**config.mk**
```make
export PLATFORM = sky130hd
export DESIGN_NAME = glip_bus_responder
export DESIGN_NICKNAME = d
export VERILOG_FILES = /design/src/rtl/glip_bus_responder_pkg.sv /design/src/rtl/glip_out_reg.sv /design/src/rtl/glip_bus_responder.sv
export SDC_FILE = /design/constraint.sdc
export NUM_CORES = 1
export LEC_CHECK = 0
export ABC_CLOCK_PERIOD_IN_PS = 2700
export CAP_MARGIN = 20
export CORE_ASPECT_RATIO = 0.7
export CORE_MARGIN = 8
export CORE_UTILIZATION = 50
export DETAILED_ROUTE_END_ITERATION = 8
export GPL_TIMING_DRIVEN = 1
export PLACE_DENSITY = 0.75
export SLEW_MARGIN = 40
export SYNTH_ARGS = -nofsm -noshare
export SYNTH_HDL_FRONTEND = slang
export SYNTH_HIERARCHICAL = 1
export SYNTH_SLANG_ARGS = --single-unit
```
**constraint.sdc**
```tcl
create_clock -name clk_logic -period 2.7 [get_ports clk_logic]
set_clock_uncertainty 0.1 [all_clocks]
set_input_delay 0.27 -clock clk_logic [delete_from_list [all_inputs] [get_ports clk_logic]]
set_output_delay 0.27 -clock clk_logic [all_outputs]
set_load 0.05 [all_outputs]
```
**src/rtl/glip_bus_responder_pkg.sv**
```systemverilog
// glip_bus_responder_pkg: shared states, header fields and response codes for the GLIP bus responder
package glip_bus_responder_pkg;

    typedef enum logic [3:0] {
        S_IDLE,
        S_ADDR,
        S_WR_DATA,
        S_WR_BUS,
        S_WR_RESP,
        S_RD_HDR,
        S_RD_BUS,
        S_RD_DATA,
        S_ERR_RESP
    } state_e;

    localparam int          OPC_BIT  = 15;
    localparam logic [15:0] RSV_MASK = 16'h7F00;
    localparam logic [15:0] RSP_RD   = 16'h8000;
    localparam logic [15:0] RSP_WR   = 16'hC000;
    localparam logic [15:0] RSP_ERR  = 16'hE000;
    localparam logic [15:0] TMO_FILL = 16'hDEAD;

    function automatic logic [7:0] sat_inc(input logic [7:0] v);
        return (v == 8'hFF) ? v : v + 8'd1;
    endfunction

endpackage

```
**src/rtl/glip_out_reg.sv**
```systemverilog
// glip_out_reg: one-entry output holding register; word and valid stay put until the sink takes them
module glip_out_reg #(
    parameter int WIDTH = 16
) (
    input  logic             clk_logic,
    input  logic             rst_n,
    input  logic             flush_i,
    input  logic             push_valid_i,
    input  logic [15:0]      push_data_i,
    output logic             push_ready_o,
    output logic             out_valid_o,
    output logic [WIDTH-1:0] out_data_o,
    input  logic             out_ready_i
);

    logic        valid_q, valid_d;
    logic [15:0] data_q, data_d;

    assign push_ready_o = !valid_q || out_ready_i;
    assign out_valid_o  = valid_q;
    assign out_data_o   = WIDTH'(data_q);

    always_comb begin
        valid_d = flush_i ? 1'b0 : push_ready_o ? push_valid_i : valid_q;
        data_d  = (push_ready_o && push_valid_i) ? push_data_i : data_q;
    end

    always_ff @(posedge clk_logic or negedge rst_n) begin
        if (!rst_n) begin
            valid_q <= 1'b0;
            data_q  <= 16'h0;
        end else begin
            valid_q <= valid_d;
            data_q  <= data_d;
        end
    end

endmodule

```
**src/rtl/glip_bus_responder.sv**
```systemverilog
// glip_bus_responder: turns GLIP command words into req/ack register bursts and streams back responses
module glip_bus_responder
    import glip_bus_responder_pkg::*;
#(
    parameter int WIDTH   = 16,
    parameter int TIMEOUT = 255
) (
    input  logic             clk_logic,
    input  logic             rst_n,
    input  logic             logic_rst,
    input  logic [WIDTH-1:0] in_data,
    input  logic             in_valid,
    output logic             in_ready,
    output logic [WIDTH-1:0] out_data,
    output logic             out_valid,
    input  logic             out_ready,
    output logic             bus_req,
    output logic             bus_we,
    output logic [15:0]      bus_addr,
    output logic [15:0]      bus_wdata,
    input  logic             bus_ack,
    input  logic [15:0]      bus_rdata,
    output logic             busy,
    output logic [7:0]       err_count
);

    localparam logic [15:0] TMO_LAST = 16'(TIMEOUT - 1);

    state_e      state_q, state_d;
    logic        live_q;
    logic        w_q, w_d;
    logic        req_q, req_d;
    logic [7:0]  len_q, len_d;
    logic [7:0]  beat_q, beat_d;
    logic [7:0]  err_q, err_d;
    logic [15:0] addr_q, addr_d;
    logic [15:0] wdata_q, wdata_d;
    logic [15:0] rdata_q, rdata_d;
    logic [15:0] tmo_q, tmo_d;
    logic        push_valid, push_ready;
    logic [15:0] push_data;
    logic [15:0] word;
    logic        hit, expire, done, err_inc;
    logic        unused_in;

    assign word      = in_data[15:0];
    assign unused_in = ^(in_data >> 16);
    // An ack landing on the last allowed cycle wins over the timeout.
    assign hit       = req_q && bus_ack;
    assign expire    = req_q && !bus_ack && (tmo_q == TMO_LAST);
    assign done      = hit || expire;

    assign bus_req   = req_q;
    assign bus_we    = req_q && w_q;
    assign bus_addr  = addr_q;
    assign bus_wdata = wdata_q;
    assign busy      = state_q != S_IDLE;
    assign err_count = err_q;

    always_comb begin
        state_d    = state_q;
        w_d        = w_q;
        len_d      = len_q;
        beat_d     = beat_q;
        addr_d     = addr_q;
        wdata_d    = wdata_q;
        rdata_d    = rdata_q;
        req_d      = req_q;
        tmo_d      = tmo_q;
        in_ready   = 1'b0;
        push_valid = 1'b0;
        push_data  = 16'h0;
        err_inc    = 1'b0;
        unique case (state_q)
            S_IDLE: begin
                in_ready = live_q;
                if (in_valid && live_q) begin
                    w_d     = word[OPC_BIT];
                    len_d   = word[7:0];
                    err_inc = |(word & RSV_MASK);
                    state_d = err_inc ? S_ERR_RESP : S_ADDR;
                end
            end
            S_ADDR: begin
                in_ready = 1'b1;
                if (in_valid) begin
                    addr_d  = word;
                    beat_d  = len_q;
                    state_d = w_q ? S_WR_DATA : S_RD_HDR;
                end
            end
            S_WR_DATA: begin
                in_ready = 1'b1;
                if (in_valid) begin
                    wdata_d = word;
                    req_d   = 1'b1;
                    tmo_d   = 16'h0;
                    state_d = S_WR_BUS;
                end
            end
            S_WR_BUS: begin
                tmo_d = done ? tmo_q : tmo_q + 16'h1;
                if (done) begin
                    req_d   = 1'b0;
                    err_inc = expire;
                    addr_d  = (beat_q != 8'h0) ? addr_q + 16'h1 : addr_q;
                    beat_d  = (beat_q != 8'h0) ? beat_q - 8'h1 : beat_q;
                    state_d = (beat_q != 8'h0) ? S_WR_DATA : S_WR_RESP;
                end
            end
            S_WR_RESP: begin
                push_valid = 1'b1;
                push_data  = RSP_WR | {8'h0, len_q};
                state_d    = push_ready ? S_IDLE : S_WR_RESP;
            end
            S_RD_HDR: begin
                push_valid = 1'b1;
                push_data  = RSP_RD | {8'h0, len_q};
                if (push_ready) begin
                    req_d   = 1'b1;
                    tmo_d   = 16'h0;
                    state_d = S_RD_BUS;
                end
            end
            S_RD_BUS: begin
                tmo_d = done ? tmo_q : tmo_q + 16'h1;
                if (done) begin
                    req_d   = 1'b0;
                    err_inc = expire;
                    rdata_d = hit ? bus_rdata : TMO_FILL;
                    state_d = S_RD_DATA;
                end
            end
            S_RD_DATA: begin
                push_valid = 1'b1;
                push_data  = rdata_q;
                if (push_ready) begin
                    req_d   = beat_q != 8'h0;
                    tmo_d   = 16'h0;
                    addr_d  = (beat_q != 8'h0) ? addr_q + 16'h1 : addr_q;
                    beat_d  = (beat_q != 8'h0) ? beat_q - 8'h1 : beat_q;
                    state_d = (beat_q != 8'h0) ? S_RD_BUS : S_IDLE;
                end
            end
            S_ERR_RESP: begin
                push_valid = 1'b1;
                push_data  = RSP_ERR | {8'h0, len_q};
                state_d    = push_ready ? S_IDLE : S_ERR_RESP;
            end
            default: state_d = S_IDLE;
        endcase
        err_d = err_inc ? sat_inc(err_q) : err_q;
        // Flush abandons the transaction but keeps the error history.
        if (logic_rst) begin
            state_d = S_IDLE;
            req_d   = 1'b0;
            tmo_d   = 16'h0;
            beat_d  = 8'h0;
            err_d   = err_q;
        end
    end

    always_ff @(posedge clk_logic or negedge rst_n) begin
        if (!rst_n) begin
            state_q <= S_IDLE;
            live_q  <= 1'b0;
            w_q     <= 1'b0;
            req_q   <= 1'b0;
            len_q   <= 8'h0;
            beat_q  <= 8'h0;
            err_q   <= 8'h0;
            addr_q  <= 16'h0;
            wdata_q <= 16'h0;
            rdata_q <= 16'h0;
            tmo_q   <= 16'h0;
        end else begin
            state_q <= state_d;
            live_q  <= 1'b1;
            w_q     <= w_d;
            req_q   <= req_d;
            len_q   <= len_d;
            beat_q  <= beat_d;
            err_q   <= err_d;
            addr_q  <= addr_d;
            wdata_q <= wdata_d;
            rdata_q <= rdata_d;
            tmo_q   <= tmo_d;
        end
    end

    glip_out_reg #(.WIDTH(WIDTH)) u_out (
        .clk_logic   (clk_logic),
        .rst_n       (rst_n),
        .flush_i     (logic_rst),
        .push_valid_i(push_valid),
        .push_data_i (push_data),
        .push_ready_o(push_ready),
        .out_valid_o (out_valid),
        .out_data_o  (out_data),
        .out_ready_i (out_ready)
    );

endmodule

```
Word level (Yosys, flattened, before mapping):

Index checks and enable logic that the tools add are counted.

* bitwise gates (word level): 2
* eq/ne operators: 23
* reductions and logical operators: 32
* muxes and demuxes: 46
* $add $sub $neg: 4

Operator list (count)
* two-way mux 16 bit: 9
* case mux 16 bit (3 select lines): 2
* case mux 16 bit (4 select lines): 1
* two-way mux 4 bit: 10
* two-way mux 8 bit: 5
* case mux 4 bit (9 select lines): 1
* adder 16 x 1 -> 16 bit (second input constant): 2
* != test 3 bit (second input constant): 8
* case mux 8 bit (3 select lines): 1
* == test 16 x 8 -> 1 bit (second input constant): 1
* == test 4 x 3 -> 1 bit (second input constant): 4
* two-way mux 3 bit: 4
* AND reduction 4 bit: 3
* nonzero test 4 bit: 3
* two-way mux 1 bit: 10
* adder 8 x 1 -> 8 bit (second input constant): 1
* == test 4 x 2 -> 1 bit (second input constant): 2
* == test 8 bit (second input constant): 1
* nonzero test 8 bit: 1
* subtractor 8 x 1 -> 8 bit (second input constant): 1
* AND reduction 7 bit: 1
* OR reduction 7 bit: 1
* logical AND 1 bit: 6
* != test 2 bit (second input constant): 3
* 17 further kinds: 26

* input bits: 38
* output and inout port bits: 61
* register bits after elaboration: 112
* logic and storage cells: 120

Longest topological paths before layout:

Gate-level depths: netlist (run 1).

* depth after elaboration: 7
* depth in mapped cells: 8
* mapped depth without buffers: 7

By module:

The synthesis (run 1) kept the hierarchy.

Modules (own cells, without submodules)
* glip_bus_responder: instances 1, cells an instance 545, area each 5321.4 µm², sequential area each 2377.3 µm²
* glip_out_reg: instances 1, cells an instance 38, area each 696.9 µm², sequential area each 425.4 µm²

Worst setup path after synthesis (run 1):

Ideal clock, no wire load.

* path kind: reg2out
* from: register state_q[2]
* to: output in_ready
* cell stages (with the launch flop): 4
* slack: 41 ps
* arrival: 2289 ps
* buffers on the path: 2
* required time: 2330 ps
* path through: dfrtp_1 > buf_4 > clkbuf_1 > nor4_1

* cells in the longest elaborated chain, start to end: 3
* elaborated cells between the ends (all ways): 5
* classes of those cells: eq/ne: 2; mux: 1; reduce/logical: 2

Ends and longest elaborated chain
* start: declaration: line glip_bus_responder.sv:29 `state_e state_q, state_d;`
* start signal: assignment: line glip_bus_responder.sv:177 `state_q <= state_d;`
* == test 4 x 2 -> 1 bit / == test 4 x 1 -> 1 bit (equally long branches): line glip_bus_responder.sv:74 `unique case (state_q)`
* OR reduction 2 bit (no line)
* case mux 1 bit (2 select lines) *: line glip_bus_responder.sv:74
* end: declaration: line glip_bus_responder.sv:13 `output logic in_ready,`

Every way passes the cells marked *; elsewhere a longest branch is shown, timed or not.

Worst setup path after layout (run 1):

* from: register state_q[2]
* to: output busy

* cells in the longest elaborated chain, start to end: 1

Ends and longest elaborated chain
* nonzero test 4 bit: line glip_bus_responder.sv:57 `assign busy = state_q != S_IDLE;`
* end: declaration: line glip_bus_responder.sv:23 `output logic busy,`

No other way between the ends.

==> summary.md, run 1 <==
| Metric | Value |
|---|---|
| DR pass1 iterations | 5 |
| CTS H-tree lvls | 3 |
| Flops & latches, synth | between 100 and 150 |
| Top delay family on crit path | buffers and inverters |
| Relative max-transition margin | 0.491 |
| Deepest clock path buffer count | 2 |
| Drt first-iter violations | slightly below 500 |
| Largest net degree at the start of global routing | 40 |
| Share of cells above drive strength 1 | 0.165 |
| Sequential share of power | 0.484 |
| Crit-path max cell delay | between 0.8 and 0.9 ns |
| Cells after synthesis | between 500 and 600 |
| Final Hold Vio Count | 0 |
| DRC Markers | 0 |
| Die Span Y | between 100 and 150 um |
| Top_reg_cell synth | dfrtp_1 |
| DRT Wirelength | around 17,000 um |
| Antenna cell count | 0 |
| Maxcap violations | 0 |
| Netlist cell types | 77 |
| Post-synth net total | roughly 630 |
| GR Overflow Total | 0 |
| Clk pwr share | 0.344 |
| Post-synthesis sequential area ratio | 0.466 |
| Worst-path cell with the longest stage delay | clkdlybuf4s50_1 |
| Part of the cycle the worst path needs | 0.931 |
| Skew-Pair Late Insertion Delay | ~0.35 ns |
| Maximum vdd drop | 0.654 mV |
| RD Place Congestion | 0.853 |
| Int Pwr | between 0.002 and 0.003 W |
| Die Wd | between 100 and 150 um |
| Crit path buffers/inverters | 1 |
| CP Launch Type | register |
| Worst setup EP type | primary output |
| Part of the power in combinational logic | 0.173 |
| Sw Share | 0.307 |
| Routed vias/inst | ~6.3 |
| Leakage Power | about 3.2 nW |
| Dpl cells | 831 |
| Non-Filler Instances | 848 |
| Core area | approximately 12,000 sq um |
| Number of synthesized flops with an enable pin | 0 |
| Post-DP HPWL | 12,100 um |
| Final ANT Viol Nets | 0 |
| Num Clock Sinks | roughly 110 |
| Unrepaired setup endpoints after global routing | false |
| Number of port buffers | roughly 100 |
| Hold Path Class | input pin to asynchronous set/reset pin |
| Yosys synthesis warning count | 6 |
| First-pass GRT wire length | 27,600 um |
| Status | complete, no violations |
| Max Slew Vio Count | 0 |
| Initial Utilization | 0.513 |
| Critical path class | register to primary output |
| Via count | ~5,300 |
| Total power | 0.00389 W |
| WL/cell | ~20 um |
| Mapped cell area | between 6000 and 7000 sq um |
| Async SR Flop Fraction | 1.00 |
| Fill count | around 910 |
| Fmax | around 400 MHz |
| WP data arrival | between 2 and 2.5 ns |
| Avg Synthesized Cell Area | 10.3 sq um |
| Clock root buffer | clkbuf_16 |
| PD cells | roughly 520 nW/um^2 |
| Net Switching | 0.00119 W |
| Total CTS buffers | 9 |
| Initial antenna violation count | 0 |
| Nets@finish | approximately 730 |
| IO Count | just under 100 |
| Min Tclk post-route | between 2 and 3 ns |
| Cell Chain, Critical Path | nor2_2, nand2_1, clkdlybuf4s50_1 |
| P&R area growth vs syn | 25.1% |
| Setup_tns | 0 ns |
| DIE AREA | approximately 16,000 sq um |
| Row Count | 33 |
| Post_cts resized | 0 |
| Final setup violation count | 0 |
| Clock transition at path regs | 0.08 ns |
| CTS tree | done |
| Number of global-route vias before repair | roughly 5,100 |
| WP data required | 2.33 ns |
| Slew @ Worst Pin | about 0.76 ns |
| Max FO, Critical Path | 16 |
| GRT Overall Usage | 0.214 |
-- path summary, 6_finish.rpt --
check / cells past startpoint / from / end / slack [ns]
max: 3 / state_q[2] / busy / 0.19
min: 2 / rst_n / err_count[3] / 0.35
max reg2reg: 7 / beat_q[0] / bus_addr[1] / 0.19
min reg2reg: 1 / rdata_q[10] / rdata_q[10] / 0.39
max in group asynchronous: 3 / rst_n / bus_wdata[4] / 1.48
min in group clk_logic: 1 / rdata_q[10] / rdata_q[10] / 0.39
-- layout make-up --
type                       instances  area [sq um]  share of cell area
timing repair buffer             125          1190               0.159
tap                              157           196              0.0261
sequential                       112          2800               0.372
clock buffer                       9           225              0.0299
clock inverter                     7          71.3             0.00948
multi-input combinational        423          2980               0.396
inverter                          15          56.3             0.00748
-- metrics by stage --
step | cell area (sq um) | hold slack (ns) | setup WS (ns) | utilization
after CTS | 7530 | 0.362 | 0.197 | 0.642
after detailed placement | 7220 | 0.196 | 0.196 | 0.616
after global routing | 7530 | 0.381 | 0.0186 | 0.642
after floorplan | 6020 | -0.126 | 0.0407 | -
after global placement | 7220 | 0.193 | 0.271 | 0.615
final | 7530 | 0.348 | 0.188 | 0.642
-- per-layer routing --
| metal | part of all wire | global-route usage | wire, um | vias to the layer above |
|---|---|---|---|---|
| li1 | - | - | - | 2419 |
| met1 | 0.46 | 0.307 | 7830 | 2573 |
| met2 | 0.42 | 0.312 | 7210 | 298 |
| met3 | 0.10 | 0.0613 | 1770 | 23 |
| met4 | 0.012 | 0.0493 | 199 | 0 |
| met5 | 0 | 0 | 0 | - |
-- power by group through the flow --
stage / Combinational (W) / Sequential, W / Clock [W]
after floorplan: 0.000189 / 0.00209 / 0
after global placement: 0.000664 / 0.00191 / 0
after detailed placement: 0.000673 / 0.00191 / 0
after CTS: 0.000678 / 0.00188 / 0.00136
after global routing: 0.000716 / 0.00190 / 0.00143
final: 0.000673 / 0.00188 / 0.00134
-- kinds of logic after synthesis --
kind of cell / share of synthesized area
and+or+nand+nor: 0.194
AOI/OAI and AO/OA: 0.187
DFF: 0.466
buffers and inverters: 0.0395
muxes: 0.0881
xor gates and xnor gates: 0.0146
adders and majority gates: 0.0104
other: 0.000623
-- state kept, by name (all words and copies together) (netlist names) --
| register | cells |
|---|---|
| live_q | 1 |
| bus_addr | 16 |
| tmo_q | 16 |
| w_q | 1 |
| state_q | 4 |
| u_out/out_valid_o | 1 |
| len_q | 8 |
| bus_req | 1 |
| err_count | 8 |
| beat_q | 8 |
| bus_wdata | 16 |
| rdata_q | 16 |
| u_out/out_data_o | 16 |
-- placed cells by master (no fill, tap or decap), drive strengths merged, types with 17 or more instances in the layout --
master,count
clkdlybuf4s50,96
dfrtp,112
nand2,40
a21oi,26
inv,20
nand3,31
nor2,36
nor3,25
mux2,42
and3,19
a22o,17
buf,28
o21ai,20
-- Yosys cell counts, types with 8 or more instances --
master | count | share of area
dfrtp_1 | 112 | 0.47
nand2_1 | 39 | 0.024
nor2_1 | 34 | 0.021
mux2_2 | 32 | 0.060
nand3_1 | 31 | 0.026
a21oi_1 | 24 | 0.020
nor3_1 | 22 | 0.018
o21ai_0 | 18 | 0.015
a22o_1 | 17 | 0.025
and3_1 | 16 | 0.017
inv_1 | 15 | 0.0094
o31ai_1 | 14 | 0.017
clkbuf_1 | 12 | 0.0075
buf_2 | 11 | 0.0091
o22a_1 | 11 | 0.016
a31oi_1 | 10 | 0.010
mux2_4 | 10 | 0.025
o211ai_1 | 10 | 0.012
nand4_1 | 9 | 0.0094
or4_1 | 9 | 0.011
xor2_1 | 9 | 0.013
nor4_1 | 8 | 0.0083
-- what timing repair did --
action,in CTS,in global routing
setup buffers,0,0
endpoints found under the hold margin,36,0
hold buffers,1,0
Note: power is estimated with default switching activity, not from simulation.
==> inputs of run 2 (changes only) <==
Settings changed: DONT_BUFFER_PORTS set to 1, PLACE_DENSITY 0.75 to 0.64.
==> summary.md, run 2 (synthesis gave the netlist of run 1 again) <==
| Metric | Value |
|---|---|
| Status | complete, but fails checks |
| Failing checks | negative hold slack |
| GR Overflow Total | 0 (unchanged) |
| Total power | 0.00372 W (-4.3%) |
| GRT Overall Usage | 0.215 (+0.00127) |
| DIE AREA | 15,900 sq um (unchanged) |
| Core area | 11,700 sq um (unchanged) |
| Final Hold Vio Count | 112 (+112) |
| Nets@finish | 675 (-7.4%) |
| Die Span Y | 108 um (unchanged) |
| Antenna cell count | 0 (unchanged) |
| Relative max-transition margin | 0.557 (+0.0658) |
| Number of global-route vias before repair | 4,838 (-5.8%) |
| PD cells | 536 nW/um^2 (+3.5%) |
| Part of the cycle the worst path needs | 0.907 (-0.0237) |
| Min Tclk post-route | 2.45 ns (-0.0640 ns) |
| Maximum vdd drop | 0.394 mV (-40%) |
| CP Launch Type | register |
| Worst Hold Slack | -0.491 ns (-0.839 ns) |
| Row Count | 33 (unchanged) |
| Layout Utilization | 0.593 (-0.0488) |
| Max FO, Critical Path | 10 (-6) |
| RD Place Congestion | 0.901 (+5.6%) |
| Number of port buffers | 0 (-100%) |
| DRC Markers | 0 (unchanged) |
| Post-DP HPWL | 11,700 um (-3.4%) |
| WP data arrival | 2.57 ns (+0.43 ns) |
| Part of the power in combinational logic | 0.133 (-0.040) |
| Sequential share of power | 0.519 (+0.035) |
| CTS Hold Bufs | 33 (+32) |
| Int Pwr | 0.00261 W (-3.1%) |
| Die Wd | 147 um (unchanged) |
| Commonest non-fill, non-tap cell in the layout | dfrtp_1 |
| Reg2reg end | bus_addr[1] |
| Drt first-iter violations | 450 (-6.8%) |
| Largest net degree at the start of global routing | 113 (+180%) |
| Fmax | 408 MHz (+2.6%) |
| Final ANT Viol Nets | 0 (unchanged) |
| Final setup violation count | 0 (unchanged) |
| Postcts setup bufs | 0 (unchanged) |
| R2R Path Start | beat_q[0] |
| Num Clock Sinks | 112 (unchanged) |
| Net Switching | 0.00111 W (-7.1%) |
| P&R area growth vs syn | 15.6% |
| Initial Utilization | 0.513 (unchanged) |
| Routed vias/inst | 6.30 (+0.59%) |
| Hold Path Class | input pin to asynchronous set/reset pin |
| Via count | 5,004 (-5.8%) |
| Cell Area, Placed | 6330 sq um (-12%) |
| Share of cells above drive strength 1 | 0.199 (+0.0344) |
| CTS tree | done |
| CTS H-tree lvls | 3 (unchanged) |
| Skew-Pair Late Insertion Delay | 0.35 ns (about the same) |
| WP data required | 2.82 ns (+0.49 ns) |
| R2R setup slack | 0.25 ns (+0.06 ns) |
| Slew @ Worst Pin | 0.663 ns (-0.0966 ns) |
| Deepest clock path buffer count | 2 (unchanged) |
| Initial antenna violation count | 0 (unchanged) |
| Maxcap violations | 0 (unchanged) |
| Max Slew Vio Count | 0 (unchanged) |
| Clk pwr share | 0.348 (+0.004) |
| DR pass1 iterations | 6 (+1) |
| Worst Reg-to-Reg Cells | 7 (unchanged) |
| DRT Wirelength | 16,900 um (-0.44%) |
| Pre-CTS setup slack | 0.229 ns (+0.0331 ns) |
| First-pass GRT wire length | 27,300 um (-0.83%) |
| IO Count | 99 (unchanged) |
| Leakage Power | 3.08 nW (-5.1%) |
| Most frequent cells in the layout | dfrtp_1, nand2_1, buf_4, dlygate4sd3_1 |
| WL/cell | 21.3 um (+6.3%) |
| Setup_tns | 0 ns (unchanged) |
| Clock transition at path regs | 0.08 ns (about the same) |
| Clock root buffer | clkbuf_16 |
| Unrepaired setup endpoints after global routing | false |
| Critical path class | register to register |
| Total CTS buffers | 9 (unchanged) |
| Setup WS post-layout | 0.252 ns (+0.0640 ns) |
| Sw Share | 0.298 (-0.00871) |
| Worst setup EP type | register |
| Fin area | 6950 sq um (-7.6%) |
## run 2: changes by cell type in the layout (fill, tap and decap cells not counted), moves of 2 or more
cell             delta
inv_6               -2
buf_4              +11
clkinv_4            +2
clkdlybuf4s50_1    -96
dlygate4sd3_1      +32
## run 2: power by group through the flow
stage | Sequential [W] | Combinational (W) | Clock (W)
3_5_place_dp | 0.00197 | 0.000449 | 0
2_1_floorplan | 0.00209 | 0.000189 | 0
5_1_grt | 0.00195 | 0.000537 | 0.00139
6_report | 0.00193 | 0.000494 | 0.00130
4_1_cts | 0.00193 | 0.000498 | 0.00134
3_3_place_gp | 0.00196 | 0.000436 | 0
## run 2: worst max path at each step
stage | startpoint | endpoint | cells after the start
5_1_grt | tmo_q[0] | beat_q[3] | 7
2_1_floorplan | state_q[2] | in_ready | 3
3_5_place_dp | tmo_q[0] | bus_addr[2] | 8
6_report | beat_q[0] | bus_addr[1] | 7
4_1_cts | tmo_q[0] | beat_q[0] | 8
3_3_place_gp | state_q[2] | tmo_q[0] | 5
## run 2: per-layer routing
layer  up-vias  part of all wire  global-route usage
li1       2307                 -                   -
met1      2475              0.48               0.313
met2       209              0.41               0.300
met3        13              0.10              0.0756
met4         0            0.0069              0.0406
met5         -                 0                   0
## run 2: final cells by class
| class | count | area [sq um] |
|---|---|---|
| fill | 989 | 4770 |
| timing repair buffer | 71 | 616 |
| tap | 157 | 196 |
| clock inverter | 7 | 62.6 |
| multi-input combinational | 423 | 3000 |
| inverter | 15 | 56.3 |
| sequential | 112 | 2800 |
| clock buffer | 9 | 225 |
## run 2: per-stage QoR
stage,hold slack [ns],cells
2_1_floorplan,-0.126,583
3_3_place_gp,-0.122,745
4_1_cts,-0.501,794
6_report,-0.491,794
3_5_place_dp,-0.122,745
5_1_grt,-0.505,794
## run 2: timing repair
action,4_1_cts,5_1_grt
endpoints found under the hold margin,165,112
gates resized for setup,0,1
setup endpoints to repair,0,1
## run 2: critical path, cell delays in order (launching register included)
cell and delay (ns):
dfrtp_1 0.41, inv_1 0.09, ha_1 0.23, nor4b_1 0.45, nand3_1 0.17, and3_1 0.34, nand2_1 0.37, o21ai_0 0.16
==> inputs of run 3 (changes only) <==
Settings changed: DONT_BUFFER_PORTS 1 to not set, PLACE_DENSITY 0.64 to 0.75, RECOVER_POWER set to 25.
==> summary.md, run 3 (synthesis gave the netlist of run 1 again) <==
| Metric | Value |
|---|---|
| GR Overflow Total | 0 (unchanged) |
| Fmax | 399 MHz (-2.4%) |
| RD Place Congestion | 0.853 (-5.3%) |
| Worst setup EP type | primary output |
| Postcts setup bufs | 0 (unchanged) |
| Crit path buffers/inverters | 1 (unchanged) |
| Post_cts resized | 0 (unchanged) |
| Crit-path max cell delay | 0.81 ns (+0.36 ns) |
| Final ANT Viol Nets | 0 (unchanged) |
| CTS H-tree lvls | 3 (unchanged) |
| Total power | 0.00389 W (+4.5%) |
| IO Count | 99 (unchanged) |
| Row Count | 33 (unchanged) |
| Fill count | 913 (-7.7%) |
| Slew @ Worst Pin | 1.03 ns (+0.364 ns) |
| Int Pwr | 0.00270 W (+3.1%) |
| P&R area growth vs syn | 24.8% |
| Share of cells above drive strength 1 | 0.165 (-0.0344) |
| Via count | 5,347 (+6.9%) |
| Max FO, Critical Path | 16 (+6) |
| CP Launch Type | register |
| Fin area | 7510 sq um (+8.0%) |
| Drt first-iter violations | 483 (+7.3%) |
| Maximum vdd drop | 0.653 mV (+66%) |
| Deepest clock path buffer count | 2 (unchanged) |
| Critical path class | register to primary output |
| Hold Path Class | register to register |
| Reg2reg end | bus_addr[1] |
| Cell Chain, Critical Path | nor2_2, nand2_1, clkdlybuf4s50_1 |
| DR pass1 iterations | 6 (unchanged) |
| Worst Hold Slack | 0.389 ns (+0.880 ns) |
| Part of the cycle the worst path needs | 0.929 (+0.0226) |
| WP data arrival | 2.14 ns (-0.43 ns) |
| Dpl cells | 831 (+12%) |
| Die Span Y | 108 um (unchanged) |
| Routed vias/inst | 6.31 (about the same) |
| Status | complete, no violations |
| Core area | 11,700 sq um (unchanged) |
| Die Wd | 147 um (unchanged) |
| Cell Area, Placed | 7220 sq um (+14%) |
| Unrepaired setup endpoints after global routing | false |
| Clk pwr share | 0.344 (-0.004) |
| Maxcap violations | 0 (unchanged) |
| Nets@finish | 729 (+8.0%) |
| Worst hold path startpoint | rdata_q[10] |
| DIE AREA | 15,900 sq um (unchanged) |
| Largest net degree at the start of global routing | 40 (-65%) |
| Max Slew Vio Count | 0 (unchanged) |
| Skew-Pair Late Insertion Delay | 0.35 ns (about the same) |
| Worst-path cell with the longest stage delay | clkdlybuf4s50_1 |
| Top delay family on crit path | buffers and inverters |
| Antenna cell count | 0 (unchanged) |
| Net Switching | 0.00120 W (+7.7%) |
| Initial antenna violation count | 0 (unchanged) |
| Sw Share | 0.307 (+0.00914) |
| Hold path cells | 1 |
| R2R setup slack | 0.20 ns (-0.05 ns) |
| Post-DP HPWL | 12,100 um (+3.5%) |
| Hold EP | rdata_q[10] |
| DRC Markers | 0 (unchanged) |
| Most frequent cells in the layout | dfrtp_1, clkdlybuf4s50_1, nand2_1, nor2_1, mux2_2 |
| WP data required | 2.33 ns (-0.49 ns) |
| Leakage Power | 3.24 nW (+5.2%) |
| First-pass GRT wire length | 27,600 um (+0.83%) |
| Final Hold Vio Count | 0 (-100%) |
| Min Tclk post-route | 2.51 ns (+0.0609 ns) |
| Setup_tns | 0 ns (unchanged) |
| Commonest non-fill, non-tap cell in the layout | dfrtp_1 |
| Initial Utilization | 0.513 (unchanged) |
| Total CTS buffers | 9 (unchanged) |
| Num Clock Sinks | 112 (unchanged) |
| Worst Reg-to-Reg Cells | 7 (unchanged) |
| WL/cell | 20.1 um (-5.8%) |
| PD cells | 518 nW/um^2 (-3.2%) |
| CTS tree | done |
| Part of the power in combinational logic | 0.172 (+0.039) |
| Non-Filler Instances | 848 (+6.8%) |
| GRT Overall Usage | 0.214 (-0.00127) |
| Relative max-transition margin | 0.315 (-0.242) |
| Clock transition at path regs | 0.08 ns (about the same) |
| DRT Wirelength | 17,000 um (+0.57%) |
| R2R Path Start | beat_q[0] |
| Number of global-route vias before repair | 5,137 (+6.2%) |
| Clock root buffer | clkbuf_16 |
| Sequential share of power | 0.484 (-0.035) |
| Number of port buffers | 98 (+98) |
| Final setup violation count | 0 (unchanged) |
| CTS Hold Bufs | 1 (-97%) |
==> run 3: cell count changes in the layout (fill, tap and decap cells not counted), moves of 2 or more <==
cell / change
clkdlybuf4s50_1: +96
dlygate4sd3_1: -32
buf_4: -12
clkbuf_2: +2
clkinv_4: -2
inv_6: +2
==> run 3: routing by layer <==
metal | share of wire | up-vias | GRT usage
li1 | - | 2416 | -
met3 | 0.10 | 23 | 0.0613
met1 | 0.46 | 2609 | 0.307
met5 | 0 | - | 0
met2 | 0.42 | 299 | 0.312
met4 | 0.012 | 0 | 0.0493
==> run 3: metrics by stage <==
stage | util | setup WS [ns]
after CTS | 0.642 | 0.197
after floorplan | - | 0.0407
final | 0.640 | 0.191
after detailed placement | 0.616 | 0.196
after global placement | 0.615 | 0.271
after global routing | 0.640 | 0.0186
==> run 3: worst max path at each step <==
stage / startpoint / depth (start not counted) / endpoint
final: state_q[2] / 3 / busy
after global placement: in_data[11] / 6 / err_count[1]
after CTS: state_q[2] / 3 / busy
after global routing: beat_q[0] / 7 / bus_addr[1]
after floorplan: state_q[2] / 3 / in_ready
after detailed placement: in_data[11] / 6 / err_count[1]
==> run 3: worst reg2reg max path: stages, from the launching register on <==
cell and delay, ns:
dfrtp_1 0.41, inv_1 0.09, ha_1 0.23, nor4b_1 0.50, nand3_1 0.16, and3_1 0.36, nand2_1 0.35, o21ai_0 0.16
==> run 3: layout make-up <==
type	count	area (sq um)	share of cell area
Clock buffer	9	225	0.0300
Clock inverter	7	71.3	0.00950
Inverter	15	56.3	0.00750
Multi-Input combinational cell	423	2980	0.397
Sequential cell	112	2800	0.373
Tap cell	157	196	0.0262
Timing Repair Buffer	125	1180	0.157
==> run 3: power by group through the flow <==
stage	sequential (W)	clock, W	combinational [W]
5_1_grt	0.00190	0.00143	0.000713
3_5_place_dp	0.00191	0	0.000673
4_1_cts	0.00188	0.00136	0.000678
3_3_place_gp	0.00191	0	0.000664
6_report	0.00188	0.00134	0.000669
2_1_floorplan	0.00209	0	0.000189
